`config.mk`:
```
export PLATFORM = sky130hd
export DESIGN_NAME = lsu_mem_ctrl
export DESIGN_NICKNAME = d
export VERILOG_FILES = /design/src/rtl/lsu_mem_ctrl.sv
export SDC_FILE = /design/constraint.sdc
export NUM_CORES = 1
export LEC_CHECK = 0
export CORE_MARGIN = 2
export CORE_UTILIZATION = 25
export CTS_CLUSTER_SIZE = 30
export DETAILED_ROUTE_END_ITERATION = 10
export DONT_BUFFER_PORTS = 1
export HOLD_SLACK_MARGIN = 0.15
export PLACE_DENSITY = 0.34
export SLEW_MARGIN = 20
export SYNTH_ARGS = -nofsm -noshare
export SYNTH_HDL_FRONTEND = slang
export SYNTH_SLANG_ARGS = --single-unit
```
`constraint.sdc`:
```
create_clock -name clk -period 2 [get_ports clk]
set_clock_uncertainty 0.15 [all_clocks]
set_input_delay 0.4 -clock clk [delete_from_list [all_inputs] [get_ports clk]]
set_output_delay 0.4 -clock clk [all_outputs]
set_load 0.02 [all_outputs]
```
`src/rtl/lsu_mem_ctrl.sv`:
```
// lsu_mem_ctrl: load/store front end for a single-port, byte-lane data memory.
// Define LSU_MISALIGN_CHECK_EN to fault misaligned word/halfword accesses.
module lsu_mem_ctrl #(
  parameter int ADDR_W = 32
) (
  input  logic              clk,
  input  logic              rst,
  input  logic              req_valid,
  output logic              req_ready,
  input  logic              mem_read,
  input  logic [3:0]        mem_write_n,
  input  logic [2:0]        load,
  input  logic [2:0]        store,
  input  logic [ADDR_W-1:0] addr,
  input  logic [31:0]       wdata,
  output logic              rsp_valid,
  output logic [31:0]       rdata,
  output logic              misalign,
  output logic              dm_cs,
  output logic [3:0]        dm_web,
  output logic [ADDR_W-1:0] dm_addr,
  output logic [31:0]       dm_di,
  input  logic [31:0]       dm_do,
  input  logic              dm_ack
);

  typedef enum logic [1:0] {IDLE, ACCESS, RESP} state_t;

  state_t      state;
  logic        is_store;
  logic        is_load;
  logic        bad;
  logic [3:0]  st_web;
  logic [31:0] st_di;
  logic [2:0]  load_q;
  logic [1:0]  lsb_q;
  logic        store_q;
  logic [7:0]  byte_sel;
  logic [15:0] half_sel;
  logic [31:0] ld_ext;

  always_comb begin
    is_store = (mem_write_n == 4'b0000);
    is_load  = mem_read && !is_store;
    st_web   = 4'b0000;
    st_di    = wdata;
    case (store)
      3'd1: begin
        st_web = ~(4'b0001 << addr[1:0]);
        st_di  = {4{wdata[7:0]}};
      end
      3'd2: begin
        st_web = addr[1] ? 4'b0011 : 4'b1100;
        st_di  = {2{wdata[15:0]}};
      end
      default: begin
        st_web = 4'b0000;
        st_di  = wdata;
      end
    endcase
  end

  // Natural alignment fault; bytes can never fault.
  always_comb begin
    bad = 1'b0;
`ifdef LSU_MISALIGN_CHECK_EN
    if (is_store) begin
      case (store)
        3'd1:    bad = 1'b0;
        3'd2:    bad = addr[0];
        default: bad = |addr[1:0];
      endcase
    end else if (is_load) begin
      case (load)
        3'd1, 3'd4: bad = 1'b0;
        3'd2, 3'd3: bad = addr[0];
        default:    bad = |addr[1:0];
      endcase
    end
`endif
  end

  always_comb begin
    byte_sel = dm_do[{lsb_q, 3'b000} +: 8];
    half_sel = lsb_q[1] ? dm_do[31:16] : dm_do[15:0];
    case (load_q)
      3'd1:    ld_ext = {{24{byte_sel[7]}}, byte_sel};
      3'd2:    ld_ext = {{16{half_sel[15]}}, half_sel};
      3'd3:    ld_ext = {16'b0, half_sel};
      3'd4:    ld_ext = {24'b0, byte_sel};
      default: ld_ext = dm_do;
    endcase
  end

  always_ff @(posedge clk) begin
    if (rst) begin
      state     <= IDLE;
      req_ready <= 1'b1;
      rsp_valid <= 1'b0;
      rdata     <= '0;
      misalign  <= 1'b0;
      dm_cs     <= 1'b0;
      dm_web    <= 4'b1111;
      dm_addr   <= '0;
      dm_di     <= '0;
      load_q    <= '0;
      lsb_q     <= '0;
      store_q   <= 1'b0;
    end else begin
      unique case (state)
        IDLE: begin
          if (req_valid) begin
            req_ready <= 1'b0;
            load_q    <= load;
            lsb_q     <= addr[1:0];
            store_q   <= is_store;
            if ((is_store || is_load) && !bad) begin
              state   <= ACCESS;
              dm_cs   <= 1'b1;
              dm_addr <= {addr[ADDR_W-1:2], 2'b00};
              dm_web  <= is_store ? st_web : 4'b1111;
              dm_di   <= is_store ? st_di : 32'h0;
            end else begin
              state     <= RESP;
              rsp_valid <= 1'b1;
              rdata     <= '0;
              misalign  <= bad;
            end
          end
        end
        ACCESS: begin
          if (dm_ack) begin
            state     <= RESP;
            dm_cs     <= 1'b0;
            dm_web    <= 4'b1111;
            rsp_valid <= 1'b1;
            rdata     <= store_q ? 32'h0 : ld_ext;
            misalign  <= 1'b0;
          end
        end
        RESP: begin
          state     <= IDLE;
          rsp_valid <= 1'b0;
          req_ready <= 1'b1;
        end
        default: begin
          state     <= IDLE;
          req_ready <= 1'b1;
          rsp_valid <= 1'b0;
          dm_cs     <= 1'b0;
          dm_web    <= 4'b1111;
        end
      endcase
    end
  end

endmodule

```
==> Yosys cells after proc, flatten, opt, wreduce, memory -nomap -nowiden <==
Index checks and enable logic that the tools add are counted.
{ "totals": {"regBits": 110, "in_bits": 111, "out_inout_bits": 104} }
{ "op_classes": {"eq_ne": 12, "shift": 2, "mux": 33, "bitwise_logic": 3, "n_reduce_logical": 13} }
{ "op_table": {"columns": ["operator", "count"], "rows": [
  ["two-way mux 32 bit", 5],
  ["one-hot mux 32 bit (2 select lines)", 2],
  ["one-hot mux 32 bit (4 select lines)", 1],
  ["variable part select 32 x 6 -> 8 bit", 1],
  ["two-way mux 4 bit", 5],
  ["two-way mux 16 bit", 1],
  ["one-hot mux 4 bit (3 select lines)", 1],
  ["equality test 3 x 2 -> 1 bit, second input constant", 3],
  ["two-way mux 1 bit", 9],
  ["!= test 2 bit, second input constant", 4],
  ["one-hot mux 4 bit (2 select lines)", 1],
  ["AND reduction 4 bit", 2],
  ["equality test 3 x 1 -> 1 bit, second input constant", 2],
  ["two-way mux 2 bit", 3],
  ["one-hot mux 1 bit (2 select lines)", 3],
  ["AND reduction 2 bit", 3],
  ["AND reduction 3 bit", 2],
  ["zero test 4 bit", 1],
  ["inverter 4 bit", 1],
  ["one-hot mux 2 bit (2 select lines)", 1],
  ["<< shifter 1 x 2 -> 4 bit, first input constant", 1],
  ["equality test 3 bit, second input constant", 1],
  ["one-hot mux 1 bit (3 select lines)", 1],
  ["equality test 2 x 1 -> 1 bit, second input constant", 1],
  ["7 further kinds", 8]
]} }

==> Longest topological paths before layout <==
{ "depth": {"ltp_word": 7, "ltp_mapped": 6} }

==> Worst setup path after synthesis <==
OpenSTA, ideal clock, no wires.
{ "synth_timing": {"kind": "in2reg", "startpoint": "in mem_write_n[1]", "endpoint": "reg rdata[7]", "setup_time_ns": 0.101, "t_arrival_ns": 1.639, "slack_ns": 0.110, "stages": 5, "n_path_buf": 1, "path_cell_list": "or4_4 a311oi_4 buf_6 nand2_1 o41ai_1"} }
{ "synth_between": {"elab_chain_cells": 6} }
{ "synth_lines": {"columns": ["element", "line", "source"], "rows": [
  ["start, declared", "11", "input logic [3:0] mem_write_n,"],
  ["zero test 4 bit (*)", "43", "is_store = (mem_write_n == 4'b0000);"],
  ["zero test 1 bit", "44", "is_load = mem_read && !is_store;"],
  ["logical AND 1 bit", "44", null],
  ["logical OR 1 bit (*)", "117", "if ((is_store || is_load) && !bad) begin"],
  ["!= test 2 bit (no line) (*)", null, null],
  ["AND reduction 4 bit (no line) (*)", null, null],
  ["end signal, assigned", "137", "rdata <= store_q ? 32'h0 : ld_ext;"],
  ["end, declared", "17", "output logic [31:0] rdata,"]
]} }
Mark *: on every way between the ends. The rest lies on a longest branch, timed or not.
A chain may end at the register's enable or synchronous reset.

==> Final worst setup path <==
{ "layout_timing": {"startpoint": "reg lsb_q[1]", "endpoint": "reg rdata[19]"} }
{ "layout_between": {"elab_chain_cells": 5, "elab_cells_between_ends": 6} }
{ "layout_lines": {"columns": ["element", "line", "source"], "rows": [
  ["start, declared", "36", "logic [1:0] lsb_q;"],
  ["start signal, assigned", "115", "lsb_q <= addr[1:0];"],
  ["variable part select 32 x 6 -> 8 bit / two-way mux 16 bit (equally long branches)", "84, 85", null],
  ["one-hot mux 32 bit (4 select lines) (*)", "86", "case (load_q)"],
  ["two-way mux 32 bit (*)", "137", null],
  ["two-way mux 32 bit (*)", "132", "if (dm_ack) begin"],
  ["one-hot mux 32 bit (2 select lines) (*)", "110", "unique case (state)"]
]} }
Mark *: on every way between the ends. The rest lies on a longest branch, timed or not. The select of a mux whose other input is x is not followed.

==> results.md <==
- Port Buf Inserts: 0
- Rows: between 50 and 60
- Final setup violating endpoints: 0
- RSZ-0062 raised after global routing: false
- Sequential fraction of the synthesis area: 44.7%
- Area delta synth->final: 29.9%
- Startpoint Class: register
- Total Wirelength: 17100 µm
- Post-DP HPWL: 11800 µm
- Max Buffers Root-to-Sink: 2
- Synth warnings: 0
- Largest net degree at the start of global routing: between 70 and 80
- Max VDD drop: 0.348 mV
- Final core utilization: 32.8%
- Vias: 4507
- Syn_area_per_cell: 8.30 µm²
- Crit path DAT: 1.98 ns
- Die Span Y: 144 µm
- Worst skew pair latency: ~0.36 ns
- Post-synth EDFFs: 0
- Initial core utilization: between 20 and 30%
- CP Class: reg -> reg
- CTS tree: done
- Leakage: 0.00224 µW
- Number of global-route vias before repair: around 4400
- Post-synth design cell area: 4880 µm²
- Ratio of cells with drive above 1 in the final layout: just under 9%
- Tightest Pin Transition: 0.642 ns
- Max-cap violations: 0
- Initial DRT Pass Iterations: 4
- Pwr/cell area: 765 nW/µm²
- Fmax: 528 MHz
- Final nets: roughly 770
- R2r setup slk: roughly 0.10 ns
- Power consumption: 4850 µW
- Critical Path RT: roughly 2.1 ns
- Nature of the critical path endpoint: register
- Netlist cell types: 50
- Fin. Hold Viols: 0
- All-Layer GR Usage: 15.8%
- DR WL/cell: 18.4 µm
- H-tree depth: 3
- Die W: 144 µm
- Fraction of registers with async set or reset after synthesis: 0%
- Worst-path maximum fanout: 16
- DRC viols: 0
- I/O pin count: 215
- Initial antenna violation count: 0
- CTS Sinks: 109
- Final period utilization: between 90% and 100%
- Status: completed
- #FFs+latches synth: 109
- Min cycle time layout: roughly 1.9 ns
- Worst-path clk slew: approximately 0.08 ns
- First-pass GRT wire length: 24900 µm
- Die footprint: 20600 µm²
- Worst Hold Class: in -> reg
- DR vias/cell: 4.87
- N_diodes: 0
- Drt initial violations: 181
- Post-synth top flop: dfxtp_1
- Antenna-violating nets left: 0
- Routability cong.: a little under 0.8
- Cts bufs inserted: 9
- Worst rel slew slack: 56.7%
- Gr ovfl total: 0
- Final setup TNS: 0 ns
- Max-slew violation count: 0
- Core footprint: 19300 µm²
- Gate Count Post-Synth: 588
- Root buf cell: clkbuf_16
==> state kept, by name (all words and copies together), names as in the netlist <==
register / cells
rdata: 32
dm_di: 32
state: 2
dm_cs: 1
dm_web: 4
store_q: 1
rsp_valid: 1
lsb_q: 2
load_q: 3
req_ready: 1
dm_addr: 30
==> final cells by class <==
cell class / instances / area (µm²)
Clock buffer: 11 / 243
Clock inverter: 5 / 41.3
Fill cell: 2070 / 13000
Inverter: 14 / 52.6
Multi-Input combinational cell: 419 / 2440
Sequential cell: 109 / 2180
Tap cell: 265 / 332
Timing Repair Buffer: 103 / 1050
==> worst max-delay path, cell delays in order (launching register included) <==
cell and delay (ns):
dfxtp_1 0.36, mux4_2 0.55, a211o_1 0.35, nand4b_4 0.21, o21ai_0 0.14
==> per-layer routing <==
metal	global-route usage [%]	vias to the layer above	share of wire, %
met5	0	-	0
li1	-	2197	-
met2	27.4	160	49
met3	4.67	20	7.7
met1	18.5	2130	42
met4	5.93	0	1.7
==> power by group <==
part / internal [µW] / switching (µW)
clock network: 896 / 883
logic: 328 / 360
registers: 2240 / 136
==> logic make-up after synthesis <==
group / count (synthesis) / synth area share [%]
and+or+nand+nor: 200 / 17.7
buffers and inverters: 62 / 6.03
AOI/OAI and AO/OA: 184 / 24.4
DFF: 109 / 44.7
xor gates and xnor gates: 4 / 0.718
other: 1 / 0.0769
adders and majority gates: 8 / 1.64
muxes: 20 / 4.67
==> per-stage QoR <==
stage                     area, µm²  instances  worst slack [ns]  hold slack [ns]
after floorplan                4890        590             0.110            0.301
after global placement         5200        828            0.0597            0.306
after detailed placement       5200        828            0.0348            0.313
after CTS                      6310        925           0.00107            0.152
after global routing           6340        926           0.00448            0.167
final                          6340        926             0.105            0.165
==> final timing paths <==
kind / from / to / depth (start not counted)
worst max-delay path: lsb_q[1] / rdata[19] / 4
worst min-delay path: dm_do[14] / rdata[6] / 2
worst max register to register: lsb_q[1] / rdata[19] / 4
worst min register to register: store_q / store_q / 2
==> layout by cell type (no fill, tap or decap), types with 2 or more instances in the layout <==
master           n
a211o_1          2
a211oi_1         6
a21o_1          12
a21oi_1         62
a221o_1          6
a22oi_1         17
a2bb2oi_1        2
a31oi_1          7
and2_1           3
buf_12           4
buf_4           17
clkbuf_16        9
clkinvlp_4       2
conb_1           3
dfxtp_1        108
dlygate4sd3_1   80
inv_1           14
inv_6            3
maj3_1           8
mux2_2           8
mux2i_1         10
nand2_1        119
nand2b_1         5
nand3_1          8
nand3b_1         5
nor2_1          46
nor2b_1          4
nor3b_2          2
o21ai_0         20
o21ai_1         16
o221ai_1         9
o22a_1           9
o31ai_1          8
xnor2_1          2
xor2_1           2
==> synthesized netlist by cell type (all sizes together), types with 9 or more instances <==
cell type	number	area, µm²
o221ai	9	78.8
a21o	12	90.1
nor2	46	173
o21ai	37	185
mux2	9	105
a21oi	62	310
buf	21	140
nand2	119	447
mux2i	10	100
clkbuf	27	101
a22oi	17	128
inv	14	52.6
o22a	9	78.8
dfxtp	109	2180
==> timing repair <==
| action | in CTS | in global routing |
|---|---|---|
| gates resized for setup | 0 | 4 |
| setup buffers | 0 | 1 |
| endpoints found under the setup margin | 0 | 25 |
| hold buffers | 81 | 0 |
| endpoints found under the hold margin | 100 | 0 |
Note: power is estimated with default switching activity, not from simulation.
